### src/rtl/load_value_predictor.sv
// Last-value load predictor: direct-mapped table of (valid, tag, value, conf) indexed by load PC,
// one outstanding prediction at a time. Optional counters behind LOAD_VALUE_PREDICTOR_STATS_EN.
module load_value_predictor #(
    parameter int ADDR_WIDTH  = 32,
    parameter int DATA_WIDTH  = 32,
    parameter int INDEX_BITS  = 6,
    parameter int CONF_BITS   = 2,
    parameter int CONF_THRESH = 2
) (
    input  logic                  clk,
    input  logic                  rst,
    input  logic                  req_valid,
    input  logic [ADDR_WIDTH-1:0] req_pc,
    output logic                  req_ready,
    output logic                  pred_valid,
    output logic [DATA_WIDTH-1:0] pred_value,
    output logic                  busy,
    input  logic                  resolve_valid,
    input  logic [DATA_WIDTH-1:0] resolve_data,
    input  logic                  flush,
    output logic                  confirm,
    output logic                  mispredict
`ifdef LOAD_VALUE_PREDICTOR_STATS_EN
    ,
    output logic [31:0]           stat_pred,
    output logic [31:0]           stat_correct,
    output logic [31:0]           stat_mispred
`endif
);

    localparam int ENTRIES = 1 << INDEX_BITS;
    localparam int TAG_W   = ADDR_WIDTH - INDEX_BITS - 2;
    localparam logic [CONF_BITS-1:0] CONF_MAX = '1;
    localparam logic [CONF_BITS-1:0] THRESH   = CONF_BITS'(CONF_THRESH);

    typedef enum logic {S_IDLE, S_WAIT} state_t;

    function automatic logic [CONF_BITS-1:0] sat_inc(input logic [CONF_BITS-1:0] c);
        return (c == CONF_MAX) ? c : c + 1'b1;
    endfunction

    state_t state;

    logic                  tbl_valid [ENTRIES];
    logic [TAG_W-1:0]      tbl_tag   [ENTRIES];
    logic [DATA_WIDTH-1:0] tbl_value [ENTRIES];
    logic [CONF_BITS-1:0]  tbl_conf  [ENTRIES];

    logic [INDEX_BITS-1:0] req_idx_p0;
    logic [TAG_W-1:0]      req_tag_p0;
    logic                  hit_p0;
    logic                  pred_p0;
    logic                  req_fire;
    logic                  resolve_fire;
    logic                  data_match;
    logic                  unused_pc_bits;

    logic [INDEX_BITS-1:0] idx_p1;
    logic [TAG_W-1:0]      tag_p1;
    logic [DATA_WIDTH-1:0] value_p1;
    logic [CONF_BITS-1:0]  conf_p1;
    logic                  hit_p1;
    logic                  pred_p1;

    assign req_idx_p0     = req_pc[INDEX_BITS+1:2];
    assign req_tag_p0     = req_pc[ADDR_WIDTH-1:INDEX_BITS+2];
    assign unused_pc_bits = ^req_pc[1:0];

    assign hit_p0   = tbl_valid[req_idx_p0] && (tbl_tag[req_idx_p0] == req_tag_p0);
    assign pred_p0  = hit_p0 && (tbl_conf[req_idx_p0] >= THRESH);

    assign req_ready = (state == S_IDLE);
    assign busy      = (state == S_WAIT);
    assign req_fire  = req_valid && req_ready;

    // flush wins over resolve; a reset in the same cycle also suppresses training
    assign resolve_fire = (state == S_WAIT) && resolve_valid && !flush && !rst;
    assign data_match   = (resolve_data == value_p1);

    // Stage p0 -> p1: control, pulses and FSM
    always_ff @(posedge clk) begin
        if (rst) begin
            state      <= S_IDLE;
            pred_valid <= 1'b0;
            pred_value <= '0;
            confirm    <= 1'b0;
            mispredict <= 1'b0;
            hit_p1     <= 1'b0;
            pred_p1    <= 1'b0;
        end else begin
            pred_valid <= 1'b0;
            pred_value <= '0;
            confirm    <= 1'b0;
            mispredict <= 1'b0;
            case (state)
                S_IDLE: begin
                    if (req_valid) begin
                        state      <= S_WAIT;
                        hit_p1     <= hit_p0;
                        pred_p1    <= pred_p0;
                        pred_valid <= pred_p0;
                        pred_value <= pred_p0 ? tbl_value[req_idx_p0] : '0;
                    end
                end
                S_WAIT: begin
                    if (flush) begin
                        state <= S_IDLE;
                    end else if (resolve_valid) begin
                        state      <= S_IDLE;
                        confirm    <= pred_p1 && data_match;
                        mispredict <= pred_p1 && !data_match;
                    end
                end
                default: state <= S_IDLE;
            endcase
        end
    end

    // Stage p0 -> p1: latched lookup address and entry snapshot
    always_ff @(posedge clk) begin
        if (req_fire) begin
            idx_p1   <= req_idx_p0;
            tag_p1   <= req_tag_p0;
            value_p1 <= tbl_value[req_idx_p0];
            conf_p1  <= tbl_conf[req_idx_p0];
        end
    end

    // Stage p1 -> table: training of valid/confidence
    always_ff @(posedge clk) begin
        if (rst) begin
            for (int i = 0; i < ENTRIES; i++) begin
                tbl_valid[i] <= 1'b0;
                tbl_conf[i]  <= '0;
            end
        end else if (resolve_fire) begin
            if (hit_p1 && data_match) begin
                tbl_conf[idx_p1] <= sat_inc(conf_p1);
            end else begin
                tbl_valid[idx_p1] <= 1'b1;
                tbl_conf[idx_p1]  <= '0;
            end
        end
    end

    // Value/tag only change on a miss or a value change; a miss evicts any aliasing entry
    always_ff @(posedge clk) begin
        if (resolve_fire && !(hit_p1 && data_match)) begin
            tbl_value[idx_p1] <= resolve_data;
            tbl_tag[idx_p1]   <= tag_p1;
        end
    end

`ifdef LOAD_VALUE_PREDICTOR_STATS_EN
`ifdef SIMULATION
    function automatic void stats_event(input string name);
        $display("%m stats_event %s", name);
    endfunction
`endif

    always_ff @(posedge clk) begin
        if (rst) begin
            stat_pred    <= '0;
            stat_correct <= '0;
            stat_mispred <= '0;
        end else begin
            if (pred_valid) stat_pred    <= stat_pred + 32'd1;
            if (confirm)    stat_correct <= stat_correct + 32'd1;
            if (mispredict) stat_mispred <= stat_mispred + 32'd1;
`ifdef SIMULATION
            if (pred_valid) stats_event("vp_pred");
            if (confirm)    stats_event("vp_correct");
            if (mispredict) stats_event("vp_mispred");
`endif
        end
    end
`endif

endmodule

### config.mk
export PLATFORM = sky130hd
export DESIGN_NAME = load_value_predictor
export DESIGN_NICKNAME = d
export VERILOG_FILES = /design/src/rtl/load_value_predictor.sv
export SDC_FILE = /design/constraint.sdc
export NUM_CORES = 2
export LEC_CHECK = 0
export CELL_PAD_IN_SITES_DETAIL_PLACEMENT = 1
export CELL_PAD_IN_SITES_GLOBAL_PLACEMENT = 2
export CORE_ASPECT_RATIO = 1.4
export CORE_UTILIZATION = 50
export CTS_BUF_LIST = sky130_fd_sc_hd__clkbuf_2
export DETAILED_ROUTE_END_ITERATION = 12
export HOLD_SLACK_MARGIN = 0.12
export PLACE_DENSITY = 0.84
export SETUP_SLACK_MARGIN = 0.1
export SLEW_MARGIN = 40
export SYNTH_ARGS = -nofsm -noshare
export SYNTH_HDL_FRONTEND = slang
export SYNTH_SLANG_ARGS = --single-unit
### constraint.sdc
create_clock -name clk -period 8.25 [get_ports clk]
set_clock_uncertainty 0.05 [all_clocks]
set_input_delay 1.65 -clock clk [delete_from_list [all_inputs] [get_ports clk]]
set_output_delay 1.65 -clock clk [all_outputs]
set_load 0.05 [all_outputs]
==> impl_metrics.py <==
metrics = {
    "logic_synthesis": {
        "synth_adder_area_share": 0,
        "syn_inst": 6685,
        "synth_edf_count": 3776,
        "synth-compound-area-share": 0.0143,
        "synth_top_family_by_area": "multiplexers",
        "syn-num-nets": 6754,
        "synth-seq-area-share": 0.772,
        "synth_cell_type_count": 76,
        "ys.flop_type": "edfxtp_1",
        "avgSynthCellArea_um2": 22.4,
        "async_flop_share": 0,
        "ys_ff_latch": 3878,
        "yosys_warnings": 0,
        "synth_xor_area_frac": 0.00340,
        "synth_area_mm2": 0.150,
        "synth-simple-area-share": 0.0226,
        "muxShareOfSynthArea": 0.173,
    },
    "placed_design": {
        "dp_hpwl_mm": 230,
        "place_congestion": 0.798,
        "io_buffer_count": 103,
    },
    "setup_path": {
        "cp_top_family": "simple AND/OR/NAND/NOR gates",
        "critical_path.max_stage_delay_ns": 0.85,
        "worst-setup-path-type": "in -> reg",
        "path_cells": "clkbuf_8 -> inv_4 -> mux2i_1 -> o22a_1 -> and3_1 -> nor4_2 -> buf_4 -> a41oi_1 -> a2111o_1 -> or4b_4 -> nor4b_1",
        "cp.arrival_ns": 6.85,
        "cp.required_ns": 9.89,
        "worstPathMaxFanout": 50,
        "worst_setup_path_end_kind": "flop",
        "start_kind": "input pin",
        "cp_slowest_cell": "or4b_4",
        "path_buf_inv": 3,
    },
    "cells_and_area": {
        "register_area_mm2": 0.115,
        "final_nets": 7608,
        "nFillCells": 25982,
        "multi_input_area_mm2": 0.0324,
        "drive_gt1_frac": 0.340,
        "synthToLayoutAreaGrowth_pct": 10.6,
    },
    "timing": {
        "slew_headroom": 0.382,
        "fin_setup_tns_ns": 0,
        "worst_hold_slack_ns": 0.247,
        "fmax_ghz": 0.192,
        "period_needed_ns": 5.21,
        "drv_slew": 0,
        "final_hold_viol_count": 0,
        "worstMarginPinSlew_ns": 0.919,
        "period_share": 0.631,
        "grt_setup_unrepaired": "no",
        "setup_viol": 0,
    },
    "global_route": {
        "grt_pass1_wl_mm": 611,
        "grt_use_total": 0.292,
        "grt_overflow": 0,
        "grt_pass1_vias": 81694,
        "antenna_found_initial": 9,
        "grt_max_degree": 140,
    },
    "clock_tree": {
        "clkSlewWorstSetupHoldPaths_ns": 0.13,
        "clkSinkCount": 3878,
        "tritoncts": "done",
        "clk_latency_ns": 1.99,
        "root_buffer": "clkbuf_2",
        "cts_resized": 0,
        "cts_buffers": 837,
        "clk_path_buf_depth": 4,
        "htreeDepth": 6,
    },
    "die": {
        "die_w_um": 464,
        "core_mm2": 0.297,
        "fp.dieH_um": 649,
        "ios": 106,
        "initial_utilization": 0.503,
        "rows": 237,
        "die_area_mm2": 0.301,
    },
    "pwr": {
        "ir_worst_vdd_v": 0.000131,
        "p_comb_frac": 0.055,
        "intPower_mw": 26.9,
        "pwr-share-clk": 0.338,
        "p_leak_nw": 53.5,
        "switchingPower_mw": 8.76,
        "switching_share": 0.245,
        "seqPwrFrac": 0.607,
        "power-per-cell-area_mw_per_mm2": 216,
    },
    "detailed_routing": {
        "wl_per_cell_um": 36.6,
        "drt_wl_total_mm": 444,
        "ant_nets": 0,
        "num_vias": 78394,
        "viasPerCell": 6.46,
        "first_pass_iters": 12,
        "drc_errors": 46,
        "initialDrtViolationCount": 10823,
    },
    "outcome": {
        "violations": "DRC",
        "status": "complete, but fails checks",
    },
    "run": {
        "drv_cap": 0,
    },
    "worst_hold_path": {
        "hold_class": "in -> reg",
    },
}
==> flip-flops by register name (all words and copies together) (netlist names), 2 cells and up <==
signal	count
tbl_value	2048
tbl_tag	1536
tbl_conf	128
tbl_valid	64
pred_value	32
value_p1	32
tag_p1	24
idx_p1	6
conf_p1	2
==> cells in the mapped netlist (all sizes together) (4+ instances only) <==
cell type,n,share of area
nor2,233,0.0059
a211oi,10,0.00050
nor2b,10,0.00042
nand2b,73,0.0031
and2,16,0.00067
o211ai,5,0.00025
a22o,4,0.00023
o21ai,19,0.00066
nor4b,11,0.00081
mux2i,252,0.017
a2111oi,5,0.00030
xor2,43,0.0025
inv,95,0.0024
mux2,17,0.0013
nor3,16,0.00057
nor4,41,0.0027
a21oi,26,0.00087
a22oi,84,0.0042
a221oi,8,0.00051
edfxtp,3776,0.76
buf,225,0.0089
clkbuf,151,0.0038
nand3,46,0.0015
a31oi,10,0.00042
dfxtp,102,0.014
nand2,186,0.0047
nand4,12,0.00054
mux4,1025,0.15
nor3b,8,0.00040
o22ai,92,0.0038
and3b,7,0.00041
and3,7,0.00029
o32ai,9,0.00053
xnor2,15,0.00088
==> routing by layer <==
layer  GRT usage  up-vias  part of all wire
met5           0        -          0.000029
met2       0.490     5637              0.50
li1            -    30263                 -
met1       0.364    41412              0.34
met3      0.0568     1080              0.10
met4       0.145        2             0.053
==> kinds of logic (layout without fill, tap and decap cells) <==
group                  after synthesis  after routing
flip-flops                        3878           3878
multiplexers                      1294           1294
AND/OR/NAND/NOR                    679            679
buffers and inverters              473           1980
AO/OA/AOI/OAI                      303            303
XOR/XNOR                            58             58
other                                0              9
==> layout make-up <==
class	instances	area share
Antenna cell	9	0.000136
Clock buffer	1201	0.0363
Clock inverter	291	0.0106
Inverter	97	0.00228
Multi-Input combinational cell	2334	0.196
Sequential cell	3878	0.698
Tap cell	3943	0.0298
Timing Repair Buffer	391	0.0269
==> worst paths after layout <==
kind              slack (ns)  cells after the start              from                end
setup / recovery        3.04                     11         req_pc[5]     pred_value[24]
hold / removal          0.25                      1  resolve_data[20]  tbl_value[25][20]
setup reg to reg        3.08                     10    tbl_tag[2][23]     pred_value[24]
hold reg to reg         0.42                      2     tbl_valid[14]      tbl_valid[14]
==> what timing repair did <==
action | CTS | global route
hold endpoints to repair | 495 | 23
setup buffers | 0 | 0
hold buffers | 17 | 1
==> cell usage in the layout (no fill, tap or decap), drive strengths merged, types with 5 or more instances in the layout <==
cell,instances
edfxtp,3776
clkbuf,1202
mux4,1025
buf,307
mux2i,252
clkinv,242
nor2,233
nand2,186
inv,115
dfxtp,102
o22ai,92
a22oi,84
nand2b,73
clkdlybuf4s50,65
nand3,46
xor2,43
nor4,41
a21oi,26
bufinv,20
o21ai,19
dlygate4sd3,18
mux2,17
nor3,16
and2,16
xnor2,15
nand4,12
clkinvlp,11
nor4b,11
a211oi,10
a31oi,10
nor2b,10
diode,9
o32ai,9
a221oi,8
nor3b,8
and3,7
and3b,7
o211ai,5
a2111oi,5
==> per-stage QoR <==
step | total power, mW | setup WS (ns) | utilization | instance area (um2) | instances
global route | 36.7 | 3.05 | 0.556 | 165000 | 12140
detailed placement | 24.0 | 1.35 | 0.529 | 157000 | 10618
finish | 35.7 | 3.04 | 0.556 | 165000 | 12144
global placement | 24.0 | 1.08 | 0.526 | 157000 | 10590
CTS | 35.9 | 3.16 | 0.555 | 165000 | 12127
floorplan | 23.3 | 1.86 | - | 150000 | 6685
==> power groups by stage <==
stage / logic [mW] / registers [mW] / clock network, mW
floorplan: 1.11 / 22.2 / 0
global placement: 1.84 / 22.1 / 0
CTS: 1.93 / 21.7 / 12.3
detailed placement: 1.92 / 22.1 / 0
global route: 2.03 / 21.7 / 13.0
finish: 1.95 / 21.7 / 12.1
Power figures use the tool's default switching activity.
